<file path="src/rtl/i2s_pkg.sv">
// Shared definitions for the I2S slave receiver.
// Holds the default sample width, the channel codes and the FSM state type.
package i2s_pkg;

    localparam int DATA_WIDTH_DEF = 24;

    localparam logic LEFT  = 1'b0;
    localparam logic RIGHT = 1'b1;

    typedef enum logic [1:0] {
        ALIGN,
        DELAY,
        SHIFT,
        HOLD
    } state_t;

endpackage

</file>
<file path="src/rtl/sync_ff.sv">
// Single-bit multi-flop synchronizer for signals entering the axis_clk domain.
// Cleared asynchronously so no stale level survives a reset.
module sync_ff #(
    parameter int STAGES = 2
) (
    input  logic clk_i,
    input  logic rst_i,
    input  logic d_i,
    output logic q_o
);

    logic [STAGES-1:0] ff_q;

    always_ff @(posedge clk_i or posedge rst_i) begin
        if (rst_i) begin
            ff_q <= '0;
        end else begin
            ff_q <= {ff_q[STAGES-2:0], d_i};
        end
    end

    assign q_o = ff_q[STAGES-1];

endmodule

</file>
<file path="src/rtl/i2s_slave_rx.sv">
// I2S slave receiver: oversamples sclk/lrck/sdin in the axis_clk domain
// and presents each completed sample on an AXI-Stream style output.
module i2s_slave_rx
    import i2s_pkg::*;
#(
    parameter int DATA_WIDTH  = DATA_WIDTH_DEF,
    parameter int SYNC_STAGES = 2
) (
    input  logic                  axis_clk,
    input  logic                  axis_reset,
    input  logic                  i2s_sclk,
    input  logic                  i2s_lrck,
    input  logic                  i2s_sdin,
    output logic [DATA_WIDTH-1:0] m_axis_data,
    output logic                  m_axis_valid,
    input  logic                  m_axis_ready,
    output logic                  m_axis_last,
    output logic                  overflow,
    output logic                  short_word
);

    localparam int CW = $clog2(DATA_WIDTH + 1);

    logic sclk_s, lrck_s, sdin_s;
    logic sclk_q, lrck_q;
    logic rise, lr_chg, lr_fall;

    state_t          state_q, state_d;
    logic            chan_q, chan_d;
    logic [CW-1:0]   cnt_q, cnt_d;
    logic [DATA_WIDTH-1:0] sh_q, sh_d;
    logic            complete, short_d;

    logic [DATA_WIDTH-1:0] data_q;
    logic            valid_q, last_q, ovf_q, short_q;

    sync_ff #(.STAGES(SYNC_STAGES)) u_sync_sclk (
        .clk_i(axis_clk), .rst_i(axis_reset), .d_i(i2s_sclk), .q_o(sclk_s)
    );
    sync_ff #(.STAGES(SYNC_STAGES)) u_sync_lrck (
        .clk_i(axis_clk), .rst_i(axis_reset), .d_i(i2s_lrck), .q_o(lrck_s)
    );
    sync_ff #(.STAGES(SYNC_STAGES)) u_sync_sdin (
        .clk_i(axis_clk), .rst_i(axis_reset), .d_i(i2s_sdin), .q_o(sdin_s)
    );

    // lrck_q holds the word select seen on the previous sclk rising edge
    assign rise    = sclk_s & ~sclk_q;
    assign lr_chg  = lrck_s ^ lrck_q;
    assign lr_fall = lrck_q & ~lrck_s;

    always_ff @(posedge axis_clk or posedge axis_reset) begin
        if (axis_reset) begin
            state_q <= ALIGN;
            sclk_q  <= 1'b0;
            lrck_q  <= 1'b0;
            chan_q  <= LEFT;
            cnt_q   <= '0;
            sh_q    <= '0;
        end else begin
            state_q <= state_d;
            sclk_q  <= sclk_s;
            if (rise) begin
                lrck_q <= lrck_s;
            end
            chan_q  <= chan_d;
            cnt_q   <= cnt_d;
            sh_q    <= sh_d;
        end
    end

    always_comb begin
        state_d = state_q;
        if (rise) begin
            unique case (state_q)
                ALIGN: if (lr_fall) state_d = DELAY;
                DELAY: state_d = SHIFT;
                SHIFT: begin
                    if (lr_chg) begin
                        state_d = DELAY;
                    end else if (cnt_q == CW'(DATA_WIDTH - 1)) begin
                        state_d = HOLD;
                    end
                end
                HOLD:  if (lr_chg) state_d = DELAY;
            endcase
        end
    end

    always_comb begin
        chan_d   = chan_q;
        cnt_d    = cnt_q;
        sh_d     = sh_q;
        complete = 1'b0;
        short_d  = 1'b0;
        if (rise) begin
            unique case (state_q)
                ALIGN: if (lr_fall) chan_d = LEFT;
                DELAY: begin
                    cnt_d = '0;
                    sh_d  = '0;
                end
                SHIFT: begin
                    if (lr_chg) begin
                        chan_d  = lrck_s;
                        short_d = 1'b1;
                    end else begin
                        sh_d     = DATA_WIDTH'({sh_q, sdin_s});
                        cnt_d    = cnt_q + CW'(1);
                        complete = (cnt_q == CW'(DATA_WIDTH - 1));
                    end
                end
                HOLD:  if (lr_chg) chan_d = lrck_s;
            endcase
        end
    end

    always_ff @(posedge axis_clk or posedge axis_reset) begin
        if (axis_reset) begin
            data_q  <= '0;
            valid_q <= 1'b0;
            last_q  <= 1'b0;
            ovf_q   <= 1'b0;
            short_q <= 1'b0;
        end else begin
            short_q <= short_d;
            if (complete && (!valid_q || m_axis_ready)) begin
                data_q  <= sh_d;
                last_q  <= chan_q;
                valid_q <= 1'b1;
            end else if (complete) begin
                ovf_q   <= 1'b1;
            end else if (valid_q && m_axis_ready) begin
                valid_q <= 1'b0;
            end
        end
    end

    assign m_axis_data  = data_q;
    assign m_axis_valid = valid_q;
    assign m_axis_last  = last_q;
    assign overflow     = ovf_q;
    assign short_word   = short_q;

endmodule

</file>
<file path="config.mk">
export PLATFORM = sky130hd
export DESIGN_NAME = i2s_slave_rx
export DESIGN_NICKNAME = d
export VERILOG_FILES = /design/src/rtl/i2s_pkg.sv /design/src/rtl/sync_ff.sv /design/src/rtl/i2s_slave_rx.sv
export SDC_FILE = /design/constraint.sdc
export NUM_CORES = 1
export LEC_CHECK = 0
export ABC_AREA = 1
export CAP_MARGIN = 20
export CORE_ASPECT_RATIO = 1.1
export CORE_MARGIN = 2
export CORE_UTILIZATION = 28
export DETAILED_ROUTE_END_ITERATION = 16
export GPL_TIMING_DRIVEN = 0
export MAX_ROUTING_LAYER = met4
export SYNTH_ARGS = -nofsm -noshare
export SYNTH_HDL_FRONTEND = slang
export SYNTH_SLANG_ARGS = --single-unit
</file>
<file path="constraint.sdc">
create_clock -name axis_clk -period 6.49 [get_ports axis_clk]
set_clock_uncertainty 0.1 [all_clocks]
set_input_delay 1.947 -clock axis_clk [delete_from_list [all_inputs] [get_ports axis_clk]]
set_output_delay 1.947 -clock axis_clk [all_outputs]
set_load 0.02 [all_outputs]
</file>
==> results.cfg <==
[outcome]
status = finished, final reports clean

[synthesis]
yosysSeqAreaShare = 0.618
yosys_warnings = 0
synth_top_cells_by_area = dfrtp_1 (62%), nand2_1 (23%), ha_1 (2.7%)
synth_seq_cells = 68
netlist.area_leader.share = 0.618
post_synth_most_frequent_cells = nand2_1 (170), dfrtp_1 (68), inv_1 (15)
synth_edf_count = 0
yosys.area.top_type = dfrtp_1
syn_nets = 316
synthDistinctLibCells = 19
syn_area_per_cell_um2 = 9.05
async_flop_share = 1.00
syn-cell-area_mm2 = 0.00275
yosysMostFrequentCell = nand2_1
synthFlopType = dfrtp_1
syn_inst = 304

[global_route]
busiest_layer = met2
antenna_found_initial = 0
grt_pass1_vias = 1996
met1_usage = 0.144
grt_util_met3 = 0.0323
grt_max_degree = 36
grt.overflow.total = 0
grtUsageTotal = 0.112
grt_util_met2 = 0.169
grt_pass1_wl_um = 9260

[detailed_routing]
viasPerCell = 4.30
detail_route.wl_per_cell_um = 11.2
vias = 2026
drtPass1Iterations = 4
totalWireLength_um = 5270
drtIter0Drc = 103
drc_errors = 0
ant_nets = 0

[critical_path]
required_ns = 4.44
reg2regPathDepth = 9
crit_type = reg2out
cpPeakStageDelay_ns = 0.63
ff2ff_setup_slack_ns = 4.62
start_kind = flip-flop
crit_family = buffers and inverters
reg2reg_from = state_q[1]$_DFFE_PP0P_
crit_path_end_kind = output pin
arrival_ns = 1.33
crit_chain = clkdlybuf4s50_1
path_buf_inv = 1
crit_slowest_cell = clkdlybuf4s50_1
rr_endpoint = m_axis_data[14]$_DFFE_PP0P_
worstPathMaxFanout = 2

[layout]
fillers = 986
antenna_cells = 0
fin_nets = 361
multiInputGateArea_um2 = 925
stdcell_count = 471
syn_to_final_growth_pct = 25.5
ff_latch_area_mm2 = 0.00170
fin_util = 0.366
drive_gt1_frac = 0.0960

[clocking]
cts.clk_slew.worst_paths_ns = 0.08
cts_sinks = 68
insertion_delay_ns = 0.34
cts-root-buf = clkbuf_8
cts_resized = 0
clockBufferDepth = 2
tritoncts = yes
h-tree-depth = 3
cts_setup_buffers = 0
holdBufCountCts = 0
cts_buffers = 9

[worst_hold_path]
whs_path_depth = 0
min_to = u_sync_sclk.ff_q[1]$_DFF_PP0_
hold_class = reg2reg
hold_start = u_sync_sclk.ff_q[0]$_DFF_PP0_

[place]
portBuffers = 33
place.gp.congestion = 0.732
dp_hpwl_um = 3570
post-place-cells = 455
dp_slack_ns = 3.11

[floorplan]
die_h_um = 108
die_x_um = 98.5
rows = 37
dieArea_mm2 = 0.0106
core-area_mm2 = 0.00944
start_util = 0.291
pin_count = 34

[power_and_ir_drop]
p_per_area_mw_per_mm2 = 269
vdd_drop_max_mv = 0.107
p_leak_nw = 1.81

[sta]
clock.fmax_mhz = 296
fin_crit_sh = 0.520
fin_ws_ns = 3.11
slew_headroom = 0.514
fin_setup_tns_ns = 0
hold_viol_final = 0
grt_setup_unrepaired = false
maxSlewViolCount = 0
tightest_slew_ns = 0.728
period_minus_slack_ns = 3.38
setup_viol = 0

[flow_run]
maxCapViolCount = 0
[layout by cell type (no fill, tap or decap), drive strengths merged]
master	count
a21boi	1
a21oi	3
buf	9
bufinv	1
clkbuf	9
clkdlybuf4s50	33
clkinv	1
clkinvlp	2
dfrtp	68
ha	6
inv	19
nand2	171
nand3	8
nand4	3
nor2	13
o21ai	6
o21bai	1
[metal layers]
metal / vias up / share of wire
li1: 1021 / -
met3: 6 / 0.037
met5: - / 0
met1: 961 / 0.50
met4: 0 / 0.012
met2: 38 / 0.45
[sequential cells by signal, indices dropped and copies added (netlist names), 2 cells and up]
signal            count
u_sync_lrck.ff_q      2
m_axis_data          24
sh_q                 24
cnt_q                 5
u_sync_sclk.ff_q      2
state_q               2
u_sync_sdin.ff_q      2
[stage by stage]
stage               instance area, µm²  power [mW]  hold slack (ns)
floorplan                         2750       0.549            0.231
global placement                  3230       0.576            0.236
detailed placement                3250       0.582            0.237
CTS                               3450       0.941            0.252
global route                      3450       0.983            0.270
finish                            3450       0.930            0.252
[area by class of cell]
cell class                      instances  area share
Clock buffer                            9      0.0359
Sequential cell                        68       0.493
Multi-Input combinational cell        212       0.268
Tap cell                              117      0.0424
Inverter                               16      0.0178
Buffer                                  8      0.0188
Clock inverter                          7      0.0232
Timing Repair Buffer                   34       0.101
[worst max path at each step]
stage                           startpoint                    endpoint  slack [ns]  depth (start not counted)
6_report       m_axis_data[23]$_DFFE_PP0P_             m_axis_data[23]        3.11                          1
5_1_grt         m_axis_data[3]$_DFFE_PP0P_              m_axis_data[3]        3.07                          1
4_1_cts        m_axis_data[23]$_DFFE_PP0P_             m_axis_data[23]        3.10                          1
3_5_place_dp                  m_axis_ready  m_axis_data[0]$_DFFE_PP0P_        3.11                          8
3_3_place_gp                    axis_reset          lrck_q$_DFFE_PP0N_        1.62                          2
2_1_floorplan                   axis_reset          chan_q$_DFFE_PP0P_        2.73                          1
[where the power goes]
group	switching (mW)	internal (mW)
clock	0.175	0.183
sequential	0.0163	0.439
combinational	0.0764	0.0394
[cells by family (layout without fill, tap and decap cells)]
kind of cell / Yosys count / count (layout) / synth area share
flops: 68 / 68 / 0.618
simple gates: 195 / 195 / 0.287
compound gates: 11 / 11 / 0.0218
fa+ha+maj: 6 / 6 / 0.0273
buf+inv: 24 / 74 / 0.0459
No activity file was read; power rests on OpenSTA's default activity.
